--- config.mk ---
export PLATFORM = sky130hd
export DESIGN_NAME = dma_desc_arbiter
export DESIGN_NICKNAME = d
export VERILOG_FILES = /design/src/rtl/dma_pkg.sv /design/src/rtl/dma_desc_arbiter_rr_pick.sv /design/src/rtl/dma_desc_arbiter.sv
export SDC_FILE = /design/constraint.sdc
export NUM_CORES = 1
export LEC_CHECK = 0
export ABC_AREA = 1
export BUFFER_PORTS_ARGS = -buffer_cell sky130_fd_sc_hd__buf_2
export CAP_MARGIN = 30
export CELL_PAD_IN_SITES_DETAIL_PLACEMENT = 0
export CELL_PAD_IN_SITES_GLOBAL_PLACEMENT = 2
export CORE_AREA = 4 4 323 325
export DETAILED_ROUTE_END_ITERATION = 8
export DIE_AREA = 0 0 327 329
export PLACE_DENSITY = 0.55
export SLEW_MARGIN = 20
export SYNTH_ARGS = -nofsm -noshare
export SYNTH_HDL_FRONTEND = slang
export SYNTH_SLANG_ARGS = --single-unit
--- constraint.sdc ---
create_clock -name clk -period 3.5 [get_ports clk]
set_input_delay 0.175 -clock clk [delete_from_list [all_inputs] [get_ports clk]]
set_output_delay 0.175 -clock clk [all_outputs]
set_load 0.005 [all_outputs]
--- src/rtl/dma_pkg.sv ---
// Shared types for the DMA descriptor path: descriptor payload, transfer kinds, arbiter states.
package dma_pkg;

    localparam int unsigned ADDR_W  = 64;
    localparam int unsigned BYTES_W = 32;
    localparam int unsigned XTYPE_W = 2;

    localparam logic [XTYPE_W-1:0] XFER_M2M = 2'd0;
    localparam logic [XTYPE_W-1:0] XFER_M2D = 2'd1;
    localparam logic [XTYPE_W-1:0] XFER_D2M = 2'd2;

    typedef struct packed {
        logic [ADDR_W-1:0]  src_addr;
        logic [ADDR_W-1:0]  dst_addr;
        logic [BYTES_W-1:0] bytes;
        logic [XTYPE_W-1:0] xfer_type;
    } dma_desc_t;

    typedef enum logic [1:0] {
        ARB_IDLE  = 2'd0,
        ARB_ISSUE = 2'd1,
        ARB_WAIT  = 2'd2,
        ARB_RESP  = 2'd3
    } arb_state_e;

endpackage

--- src/rtl/dma_desc_arbiter_rr_pick.sv ---
// Combinational round-robin picker: first set request at or above ptr, wrapping to 0.
module dma_desc_arbiter_rr_pick #(
    parameter int unsigned NUM_CH = 4,
    parameter int unsigned IDX_W  = $clog2(NUM_CH)
) (
    input  logic [NUM_CH-1:0] req,
    input  logic [IDX_W-1:0]  ptr,
    output logic [NUM_CH-1:0] gnt_onehot_c,
    output logic [IDX_W-1:0]  gnt_idx_c,
    output logic              gnt_any_c
);

    // Scan NUM_CH candidates starting at ptr; the first requester wins.
    always_comb begin
        int unsigned      cand;
        logic [IDX_W-1:0] cand_idx;
        gnt_onehot_c = '0;
        gnt_idx_c    = '0;
        gnt_any_c    = 1'b0;
        for (int unsigned i = 0; i < NUM_CH; i++) begin
            cand = 32'(ptr) + i;
            if (cand >= NUM_CH) begin
                cand = cand - NUM_CH;
            end
            cand_idx = IDX_W'(cand);
            if (!gnt_any_c && req[cand_idx]) begin
                gnt_any_c              = 1'b1;
                gnt_onehot_c[cand_idx] = 1'b1;
                gnt_idx_c              = cand_idx;
            end
        end
    end

endmodule

--- src/rtl/dma_desc_arbiter.sv ---
// Round-robin descriptor scheduler feeding one DMA engine, one descriptor in flight.
// Optional transfer watchdog: define DMA_ARB_WDOG_EN.
module dma_desc_arbiter
    import dma_pkg::*;
#(
    parameter int unsigned NUM_CH      = 4,
    parameter int unsigned WDOG_CYCLES = 65536,
    localparam int unsigned IDX_W      = $clog2(NUM_CH)
) (
    input  logic                  clk,
    input  logic                  rst_n,
    input  logic [NUM_CH-1:0]     ch_en,
    input  logic [NUM_CH-1:0]     ch_valid,
    output logic [NUM_CH-1:0]     ch_ready,
    input  dma_desc_t             ch_desc [NUM_CH],
    output logic [NUM_CH-1:0]     ch_done,
    output logic [NUM_CH-1:0]     ch_err,
    output logic                  eng_desc_valid,
    input  logic                  eng_desc_ready,
    output dma_desc_t             eng_desc,
    input  logic                  eng_xfer_done,
    input  logic                  eng_xfer_error,
    output logic                  arb_idle,
    output logic [IDX_W-1:0]      cur_ch,
    output logic                  wdog_trip
);

    if (NUM_CH < 2 || NUM_CH > 16 || WDOG_CYCLES < 2) begin : g_cfg_check
        $error("dma_desc_arbiter: NUM_CH must be 2..16 and WDOG_CYCLES >= 2");
    end

    arb_state_e          state_q, state_d;
    logic [IDX_W-1:0]    rr_ptr_q, rr_ptr_d;
    logic [IDX_W-1:0]    cur_ch_q, cur_ch_d;
    dma_desc_t           desc_q, desc_d;
    logic [NUM_CH-1:0]   ch_done_q, ch_done_d;
    logic [NUM_CH-1:0]   ch_err_q, ch_err_d;
    logic                eng_valid_q, eng_valid_d;
    logic                idle_q, idle_d;
    logic                wdog_trip_q, wdog_trip_d;

    logic [NUM_CH-1:0]   pick_onehot;
    logic [IDX_W-1:0]    pick_idx;
    logic                pick_any;

`ifdef DMA_ARB_WDOG_EN
    localparam int unsigned WDOG_W = $clog2(WDOG_CYCLES);
    localparam logic [WDOG_W-1:0] WDOG_LAST = WDOG_W'(WDOG_CYCLES - 1);
    logic [WDOG_W-1:0]   wdog_cnt_q, wdog_cnt_d;
`endif

    dma_desc_arbiter_rr_pick #(
        .NUM_CH (NUM_CH),
        .IDX_W  (IDX_W)
    ) u_rr_pick (
        .req          (ch_valid & ch_en),
        .ptr          (rr_ptr_q),
        .gnt_onehot_c (pick_onehot),
        .gnt_idx_c    (pick_idx),
        .gnt_any_c    (pick_any)
    );

    // Next-state, descriptor capture, completion routing and watchdog counting.
    always_comb begin
        state_d     = state_q;
        rr_ptr_d    = rr_ptr_q;
        cur_ch_d    = cur_ch_q;
        desc_d      = desc_q;
        ch_done_d   = '0;
        ch_err_d    = '0;
        wdog_trip_d = 1'b0;
        ch_ready    = '0;
`ifdef DMA_ARB_WDOG_EN
        wdog_cnt_d  = wdog_cnt_q;
`endif
        unique case (state_q)
            ARB_IDLE: begin
                if (pick_any) begin
                    ch_ready = pick_onehot;
                    desc_d   = ch_desc[pick_idx];
                    cur_ch_d = pick_idx;
                    rr_ptr_d = (pick_idx == IDX_W'(NUM_CH - 1)) ? '0 : pick_idx + IDX_W'(1);
                    if (ch_desc[pick_idx].bytes == '0) begin
                        // Nothing to move: complete OK without touching the engine.
                        state_d             = ARB_RESP;
                        ch_done_d[pick_idx] = 1'b1;
                    end else begin
                        state_d = ARB_ISSUE;
                    end
                end
            end
            ARB_ISSUE: begin
                if (eng_desc_ready) begin
                    state_d = ARB_WAIT;
`ifdef DMA_ARB_WDOG_EN
                    wdog_cnt_d = '0;
`endif
                end
            end
            ARB_WAIT: begin
                if (eng_xfer_error) begin
                    state_d             = ARB_RESP;
                    ch_done_d[cur_ch_q] = 1'b1;
                    ch_err_d[cur_ch_q]  = 1'b1;
                end else if (eng_xfer_done) begin
                    state_d             = ARB_RESP;
                    ch_done_d[cur_ch_q] = 1'b1;
                end
`ifdef DMA_ARB_WDOG_EN
                else if (wdog_cnt_q == WDOG_LAST) begin
                    state_d             = ARB_RESP;
                    ch_done_d[cur_ch_q] = 1'b1;
                    ch_err_d[cur_ch_q]  = 1'b1;
                    wdog_trip_d         = 1'b1;
                end else begin
                    wdog_cnt_d = wdog_cnt_q + WDOG_W'(1);
                end
`endif
            end
            ARB_RESP: begin
                state_d = ARB_IDLE;
            end
            default: begin
                state_d = ARB_IDLE;
            end
        endcase
        eng_valid_d = (state_d == ARB_ISSUE);
        idle_d      = (state_d == ARB_IDLE);
    end

    // State and registered outputs; reset abandons any in-flight transfer silently.
    always_ff @(posedge clk or negedge rst_n) begin
        if (!rst_n) begin
            state_q     <= ARB_IDLE;
            rr_ptr_q    <= '0;
            cur_ch_q    <= '0;
            desc_q      <= '0;
            ch_done_q   <= '0;
            ch_err_q    <= '0;
            eng_valid_q <= 1'b0;
            idle_q      <= 1'b1;
            wdog_trip_q <= 1'b0;
        end else begin
            state_q     <= state_d;
            rr_ptr_q    <= rr_ptr_d;
            cur_ch_q    <= cur_ch_d;
            desc_q      <= desc_d;
            ch_done_q   <= ch_done_d;
            ch_err_q    <= ch_err_d;
            eng_valid_q <= eng_valid_d;
            idle_q      <= idle_d;
            wdog_trip_q <= wdog_trip_d;
        end
    end

`ifdef DMA_ARB_WDOG_EN
    // Per-transfer WAIT cycle counter.
    always_ff @(posedge clk or negedge rst_n) begin
        if (!rst_n) begin
            wdog_cnt_q <= '0;
        end else begin
            wdog_cnt_q <= wdog_cnt_d;
        end
    end
`endif

    assign ch_done        = ch_done_q;
    assign ch_err         = ch_err_q;
    assign eng_desc_valid = eng_valid_q;
    assign eng_desc       = desc_q;
    assign arb_idle       = idle_q;
    assign cur_ch         = cur_ch_q;
    assign wdog_trip      = wdog_trip_q;

endmodule

==> flow_metrics.tcl <==
set metrics [dict create \
    drc 0 \
    p_seq_frac 0.139 \
    vias_per_cell 3.946 \
    synth_cell_type_count 38 \
    layout-drive-gt1-share 0.3521 \
    finalSetupViolCount 0 \
    clk_pin_slew_ns 0.08 \
    path_delay_family "buffers and inverters" \
    layout_common_cells "buf_2 (837), dlygate4sd3_1 (316), nor2_1 (302)" \
    dp.final_hpwl_um 69350 \
    gp_congestion 0.8265 \
    syn_nets 2321 \
    synth_area_per_cell_um2 7.193 \
    dieArea_um2 107600 \
    ys_warn_count 0 \
    drtIter0Drc 874 \
    fp-row-count 117 \
    timing.final.crit_share 0.9376 \
    critical-path-max-stage-delay_ns 0.57 \
    syn-instance-count 1648 \
    maxCapViolations 0 \
    yosys_register_bits 178 \
    clockRootBuffer "clkbuf_16" \
    arrival_ns 3.66 \
    finalWirelength_um 90950 \
    fin_skew_ns 0.01444 \
    cp_num_buf_inv 7 \
    die-width_um 327 \
    final_common_cell "buf_2" \
    die_h_um 329 \
    path_cells "clkinv_4 > ha_4 > inv_1 > nand3_1 > nand2_2 > inv_2 > nand2_1 > nand2_1 > nand2_2 > nand3_4 > buf_6 > clkinv_16 > buf_16 > o21a_1 > o21ai_0 > o211ai_1 > dlygate4sd3_1" \
    intPower_mw 11.88 \
    synthesis.area_um2 11850 \
    clock_path_buffers 2 \
    grt.overflow.total 0 \
    max_freq_mhz 304.7 \
    start_kind "register" \
    pin_count 840 \
    cts.sinks 178 \
    switching_share 0.5641 \
    p_total_mw 27.25 \
    dp.cells 3773 \
    p_comb_frac 0.785 \
    slew_headroom 0.4921 \
    tns_ns 0 \
    area_growth_pct 85.46 \
    grt_pass1_wl_um 121200 \
    clk_latency_ns 0.51 \
    io_buffers 838 \
    place_area_um2 17830 \
    slowest_stage "dlygate4sd3_1" \
    slew_violations 0 \
    fin_ws_ns 0.2185 \
    end_kind "register" \
    ys_seq_area_frac 0.3759 \
    tightest_slew_ns 0.7618 \
    outcome "complete, no violations" \
    nNetsFinal 3433 \
    drtAntennaViolNets 0 \
    path_max_fanout 27 \
    rsz0062_at_grt "false" \
    final_cell_area_um2 21980 \
    clkPwrFrac 0.076 \
    post_drt_wl_per_cell_um 21.90 \
    vias 16380 \
    stdcell_count 4152 \
    hp-class "in2reg" \
    fp.coreArea_um2 101400 \
    first_global_vias 17160 \
    final-hold-violation-count 0 \
    htreeDepth 4 \
    place_ws_ns 0.06340 \
    dr.pass1.iters 7 \
    p_sw_mw 15.37 \
    cts_tree "built" \
    grt_use_total 0.1544 \
    grt_max_degree 88 \
    cts_buffers 17 \
    initial_core_util 0.1168 \
    ir_drop_v 0.0008833 \
    antenna_found_initial 22 \
    leakage_nw 10.28 \
    finalCriticalPeriod_ns 3.281 \
    power_density_nw_per_um2 1239 \
    critPathKind "reg2reg" \
    worst-endpoint-required_ns 3.88 \
]
worst reg2reg max path, cell delays in order (launching register included):
cell and delay [ns]:
dfrtp_1 0.40, clkinv_4 0.10, ha_4 0.30, inv_1 0.05, nand3_1 0.09, nand2_2 0.10, inv_2 0.11, nand2_1 0.08
nand2_1 0.09, nand2_2 0.10, nand3_4 0.17, buf_6 0.19, clkinv_16 0.12, buf_16 0.22, o21a_1 0.26, o21ai_0 0.08
o211ai_1 0.11, dlygate4sd3_1 0.57
cells by family after synthesis:
kind of cell	Yosys count	synth area share
and+or+nand+nor	691	0.2419
AOI/OAI and AO/OA	556	0.2881
buffers and inverters	199	0.07188
DFF	178	0.3759
adders and majority gates	12	0.01267
muxes	11	0.009289
other	1	0.0003164
final cells by class:
class                      instances  area [um^2]
clock buffer                      22        474.2
fill                           11650        79470
multi-input combinational       1272         6610
clock inverter                     9        82.58
inverter                          60        266.5
sequential                       178         4456
antenna                           12        30.03
timing repair buffer            1231         8353
tap                             1368         1712
timing repair:
| item | in CTS | in global routing |
|---|---|---|
| setup buffers | 0 | 11 |
| hold buffers | 316 | 0 |
| endpoints found under the hold margin | 209 | 0 |
| resized for setup | 0 | 31 |
| setup endpoints to repair | 0 | 49 |
cells in the mapped netlist:
cell      instances  area share
buf_4             4      0.0025
a21boi_1          1     0.00063
mux2i_1          11      0.0093
buf_1            13      0.0041
conb_1            1     0.00032
nand2_1         251       0.079
o21bai_4          1      0.0016
dfrtp_1         177        0.37
inv_4             1     0.00053
a31oi_1          64       0.034
and2_1            1     0.00053
inv_2             3     0.00095
nor3_1            2     0.00084
nor2_1          304       0.096
o22ai_1           3      0.0016
dfstp_2           1      0.0022
buf_6             5      0.0047
clkinv_1          1     0.00032
o211ai_2          6      0.0063
nor2_4            1     0.00095
o21ai_1          11      0.0046
inv_1            55       0.017
o21a_1          119       0.075
nand4_1          35       0.018
o21bai_1          2      0.0013
o21ai_0         274        0.12
nand3_2           5      0.0042
buf_2            40       0.017
clkbuf_1         77       0.024
nand4_2           1      0.0011
o211ai_1         51       0.032
nor2_2            2      0.0011
ha_1             12       0.013
a21oi_1           9      0.0038
nand2_2           4      0.0021
nand3_1          84       0.035
nand3_4           1      0.0015
o221ai_1         15       0.011
flip-flops by register name (all words and copies together), names as in the netlist:
register	cells
arb_idle	1
ch_done	4
ch_err	4
cur_ch	2
eng_desc	162
eng_desc_valid	1
rr_ptr_q	2
state_q	2
power groups by stage:
| stage | clock (mW) | combinational, mW | sequential (mW) |
|---|---|---|---|
| 4_1_cts | 2.18 | 20.0 | 3.80 |
| 6_report | 2.08 | 21.4 | 3.78 |
| 3_5_place_dp | 0 | 19.2 | 3.83 |
| 3_3_place_gp | 0 | 19.4 | 3.82 |
| 2_1_floorplan | 0 | 11.3 | 3.80 |
| 5_1_grt | 2.24 | 23.6 | 3.92 |
final timing paths:
check / cells after the start / endpoint / start / slack [ns]
worst max-delay path: 17 / eng_desc[147]$_DFFE_PN0P_ / rr_ptr_q[0]$_DFFE_PN0P_ / 0.22
worst min-delay path: 3 / eng_desc[88]$_DFFE_PN0P_ / ch_desc[574] / 0.05
worst max register to register: 17 / eng_desc[147]$_DFFE_PN0P_ / rr_ptr_q[0]$_DFFE_PN0P_ / 0.22
worst min register to register: 2 / eng_desc[5]$_DFFE_PN0P_ / eng_desc[5]$_DFFE_PN0P_ / 0.50
max in group asynchronous: 3 / arb_idle$_DFF_PN1_ / rst_n / 2.37
min in group asynchronous: 2 / eng_desc[41]$_DFFE_PN0P_ / rst_n / 0.29
through the flow:
stage / hold slack (ns) / util
floorplan: -0.1206 / -
global placement: 0.2699 / 0.1758
detailed placement: 0.2659 / 0.1758
CTS: 0.001205 / 0.2125
global route: 0.02816 / 0.2165
finish: 0.05346 / 0.2167
routing by layer:
layer / up-vias / routed length, um / share of wire / global-route usage
met2: 615 / 44840 / 0.49 / 0.2659
li1: 7933 / - / - / -
met1: 7750 / 38020 / 0.42 / 0.1885
met4: 14 / 1882 / 0.021 / 0.04111
met3: 71 / 6114 / 0.067 / 0.04465
met5: - / 85 / 0.00093 / 0
(Power assumes the default switching activity.)
